**src/rtl/letter_input_encoder.sv**
```systemverilog
// rtl/letter_input_encoder.sv - PS/2 set-2 byte decoder emitting letter/Enter key events.
// Optional typematic repeat suppression: define REPEAT_FILTER_EN.
module letter_input_encoder (
    input  logic       clk,
    input  logic       reset,
    input  logic       scan_valid,
    input  logic [7:0] scan_code,
    output logic       load,
    output logic [4:0] load_x,
    output logic       key_held
);

    typedef enum logic [1:0] {
        IDLE      = 2'd0,
        BREAK     = 2'd1,
        EXT       = 2'd2,
        EXT_BREAK = 2'd3
    } state_t;

    state_t     r_state;
    state_t     w_state_nxt;
    logic       r_load;
    logic [4:0] r_load_x;
    logic [4:0] r_held_idx;
    logic       r_held_vld;

    logic       w_key_vld;
    logic [4:0] w_key_idx;
    logic       w_repeat;
    logic       w_emit;
    logic       w_release;

    always_comb begin
        w_key_vld = 1'b1;
        w_key_idx = 5'd0;
        case (scan_code)
            8'h1C: w_key_idx = 5'd0;
            8'h32: w_key_idx = 5'd1;
            8'h21: w_key_idx = 5'd2;
            8'h23: w_key_idx = 5'd3;
            8'h24: w_key_idx = 5'd4;
            8'h2B: w_key_idx = 5'd5;
            8'h34: w_key_idx = 5'd6;
            8'h33: w_key_idx = 5'd7;
            8'h43: w_key_idx = 5'd8;
            8'h3B: w_key_idx = 5'd9;
            8'h42: w_key_idx = 5'd10;
            8'h4B: w_key_idx = 5'd11;
            8'h3A: w_key_idx = 5'd12;
            8'h31: w_key_idx = 5'd13;
            8'h44: w_key_idx = 5'd14;
            8'h4D: w_key_idx = 5'd15;
            8'h15: w_key_idx = 5'd16;
            8'h2D: w_key_idx = 5'd17;
            8'h1B: w_key_idx = 5'd18;
            8'h2C: w_key_idx = 5'd19;
            8'h3C: w_key_idx = 5'd20;
            8'h2A: w_key_idx = 5'd21;
            8'h1D: w_key_idx = 5'd22;
            8'h22: w_key_idx = 5'd23;
            8'h35: w_key_idx = 5'd24;
            8'h1A: w_key_idx = 5'd25;
            8'h5A: w_key_idx = 5'd26;
            default: w_key_vld = 1'b0;
        endcase
    end

`ifdef REPEAT_FILTER_EN
    assign w_repeat = r_held_vld && (r_held_idx == w_key_idx);
`else
    assign w_repeat = 1'b0;
`endif

    always_comb begin
        w_state_nxt = r_state;
        w_emit      = 1'b0;
        w_release   = 1'b0;
        if (scan_valid) begin
            case (r_state)
                IDLE: begin
                    if (scan_code == 8'hF0)
                        w_state_nxt = BREAK;
                    else if (scan_code == 8'hE0)
                        w_state_nxt = EXT;
                    else
                        w_emit = w_key_vld && !w_repeat;
                end
                BREAK: begin
                    if (scan_code == 8'hF0)
                        w_state_nxt = BREAK;
                    else if (scan_code == 8'hE0)
                        w_state_nxt = EXT;
                    else begin
                        w_state_nxt = IDLE;
                        w_release   = w_key_vld && r_held_vld && (r_held_idx == w_key_idx);
                    end
                end
                EXT: begin
                    w_state_nxt = (scan_code == 8'hF0) ? EXT_BREAK : IDLE;
                end
                EXT_BREAK: begin
                    w_state_nxt = IDLE;
                end
                default: w_state_nxt = IDLE;
            endcase
        end
    end

    always_ff @(posedge clk) begin
        if (reset) begin
            r_state    <= IDLE;
            r_load     <= 1'b0;
            r_load_x   <= 5'd0;
            r_held_idx <= 5'd0;
            r_held_vld <= 1'b0;
        end else begin
            r_state <= w_state_nxt;
            r_load  <= w_emit;
            if (w_emit) begin
                r_load_x   <= w_key_idx;
                r_held_idx <= w_key_idx;
                r_held_vld <= 1'b1;
            end else if (w_release) begin
                r_held_vld <= 1'b0;
            end
        end
    end

    assign load     = r_load;
    assign load_x   = r_load_x;
    assign key_held = r_held_vld;

endmodule

```
**config.mk**
```make
export PLATFORM = sky130hd
export DESIGN_NAME = letter_input_encoder
export DESIGN_NICKNAME = d
export VERILOG_FILES = /design/src/rtl/letter_input_encoder.sv
export SDC_FILE = /design/constraint.sdc
export NUM_CORES = 1
export LEC_CHECK = 0
export BUFFER_PORTS_ARGS = -buffer_cell sky130_fd_sc_hd__buf_2
export CAP_MARGIN = 20
export CELL_PAD_IN_SITES_DETAIL_PLACEMENT = 0
export CELL_PAD_IN_SITES_GLOBAL_PLACEMENT = 2
export CORE_ASPECT_RATIO = 1.1
export CORE_MARGIN = 8
export CORE_UTILIZATION = 25
export DETAILED_ROUTE_END_ITERATION = 16
export PLACE_DENSITY = 0.66
export SLEW_MARGIN = 20
export SYNTH_ARGS = -nofsm -noshare
export SYNTH_HDL_FRONTEND = slang
export SYNTH_SLANG_ARGS = --single-unit
export TNS_END_PERCENT = 10
```
**constraint.sdc**
```tcl
create_clock -name clk -period 3 [get_ports clk]
set_clock_uncertainty 0.05 [all_clocks]
set_input_delay 0.3 -clock clk [delete_from_list [all_inputs] [get_ports clk]]
set_output_delay 0.3 -clock clk [all_outputs]
set_load 0.02 [all_outputs]
```
==> impl_results.md <==
* Multi-input logic area at 795 um^2
* I/O Pins at 18
* Synth Warn # at 0
* Core footprint at 3960 um^2
* Synthesized net count at ~140
* Async S/R FF share, synth at 0%
* CTS hold repair buffers at 0
* Reg area at 180 um^2
* DR vias/cell at 5.18
* CTS Buffer Depth at 2
* Tot GR Track Use at 8.71%
* Status: finished, final reports clean
* Placed cell count at 192
* #FFs+latches synth at 9
* Slew headroom at 53.4%
* Die Wd at 77.4 um
* Critical path capture point type: flip-flop
* Ys flop type: dfxtp_1
* RSZ-0062 raised after global routing: no
* Seq/Total Area, Yosys at 17.4%
* Worst-path clk slew at 0.04 ns
* DIE AREA at approximately 6500 um^2
* Power density over the cells at 317 nW/um^2
* Final cell utilization of the core at 30.1%
* Mapped Area at 1040 um^2
* Final Non-Filler Cells at 196
* Max Cap Viol at 0
* # fillers at between 400 and 500
* Setup bufs post-CTS at 0
* Initial antenna violation count at 0
* Final hold vios at 0
* Worst hold start: scan_valid
* Final setup fails at 0
* Clk_lat worst skew at 0.22 ns
* H-tree Lvls at 1
* Vias in the first global route at 990
* Fmax at 0.424 GHz
* Die Y at 83.6 um
* CP Launch Type: primary input
* Maximum fanout along the worst path at 15
* Syn_area_per_cell at ~7.8 um^2
* Gpl congestion at a little over 0.8
* Fin crit period at 2.36 ns
* Final net count at 156
* Commonest cells after routing, fill and taps aside: buf_2 (17), nor2_1 (11), dfxtp_1 (9)
* Fin Hold WS at 0.315 ns
* Final TNS setup at 0 ns
* Worst vdd ir at 0.000120 V
* RR Startpoint: r_state[1]
* Sink Count at 9
* Drt first pass iters at 4
* Commonest non-fill, non-tap cell in the layout: buf_2
* Layout area overhead at 15.0%
* CP Launch Point: scan_code[5]
* CTS root buffer: clkbuf_8
* Placed Area at 1150 um^2
* Initial Util at 26.2%
* First-pass GRT wire length at approximately 4700 um
* Leak Pwr at 0.000424 uW
* Fin. max-slew vios at 0
* Initial DRC Count at 61
* Synth Instances at 133
* Pin count of the biggest net entering global routing at 26
* Wirelength per Cell at between 10 and 15 um
* PortBufs at 17
* WS Path Type: primary input to flip-flop
* Share of cells above drive strength 1 at about a quarter
* Total gr overflow at 0
* Yosys cell types at 48
* CTS tree: yes
* Post-route ant nets at 0
* Final Cell Area at around 1200 um^2
* Inserted Clock Buffers at 3
* Worst-margin pin slew at approximately 0.69 ns
* DRC viols at 0
* Detailed-route via count at 1,016
* Detailed Route WL at 2900 um
* N_diodes at 0
* Row count at 24
* Dpl hpwl at 2170 um
* HP Class: primary input to flip-flop
* Post-CTS resize count at 0
* CP arrival at 2.45 ns
* Post-synth EDFFs at 0
* Worst EP required at 3.09 ns
* Tcrit/Tclk final at 78.7%
==> metrics by stage <==
stage                     total power [uW]  setup WS [ns]
after floorplan                        216          0.723
after global placement                 245          0.433
after detailed placement               246          0.413
after CTS                              384          0.643
after global routing                   406          0.524
final                                  379          0.639
==> cell type report <==
type | count | area share, %
clock buffer | 4 | 3.78
inverter | 2 | 0.630
multi-input combinational | 110 | 66.6
sequential | 9 | 15.1
timing repair buffer | 19 | 8.39
tap | 52 | 5.46
==> report_power, final <==
group / leakage, uW / switching, uW / internal [uW]
combinational: 0.000328 / 69.7 / 42.4
clock: 0.0000228 / 42.8 / 92.2
sequential: 0.0000735 / 4.77 / 127
total: 0.000424 / 117 / 261
==> synthesized netlist by cell type (3+ instances only) <==
cell | number | area, um^2
a21oi_1 | 5 | 25.0
nand2_1 | 8 | 30.0
nand4b_1 | 3 | 26.3
nor4_1 | 3 | 18.8
nand2b_1 | 4 | 25.0
o21ai_0 | 7 | 35.0
a22oi_1 | 3 | 22.5
a211oi_1 | 4 | 30.0
nor4b_1 | 5 | 43.8
nor2b_1 | 5 | 31.3
nand3_1 | 6 | 30.0
xor2_1 | 8 | 70.1
clkbuf_1 | 8 | 30.0
dfxtp_1 | 9 | 180
a211oi_2 | 4 | 50.1
nor2_1 | 11 | 41.3
==> critical path: stages <==
cell and delay (ns):
buf_2 0.25, or4b_4 0.54, or3b_1 0.41, o21ai_2 0.17, nor3_2 0.10, a211oi_4 0.21
buf_4 0.22, nor2_1 0.05, a211oi_1 0.20
==> cells by family (layout without fill, tap and decap cells) <==
kind of cell,after synthesis,after routing,synth area share [%]
flops,9,9,17.4
xor+xnor,9,9,7.60
compound gates,37,37,28.6
buf+inv,14,25,6.03
mux,1,1,0.965
simple gates,63,63,39.4
==> flip-flops by register name, summed over array words and instances (netlist names) <==
register    flops
r_state         2
r_held_idx      5
load            1
key_held        1
==> path summary, 6_finish.rpt <==
check	end	slack, ns	cells after the start
max reg2reg	r_held_idx[0]	1.41	6
min	r_state[0]	0.32	3
min reg2reg	r_held_idx[0]	0.47	2
max	r_held_idx[0]	0.64	9
==> per-layer routing <==
layer  global-route usage, %  vias to the layer above  part of all wire, %
met1                    11.0                      471                   48
met2                    14.2                       17                   47
li1                        -                      526                    -
met5                       0                        -                    0
met4                    2.58                        0                 0.62
met3                    2.05                        2                  4.0
(Power assumes the default switching activity.)
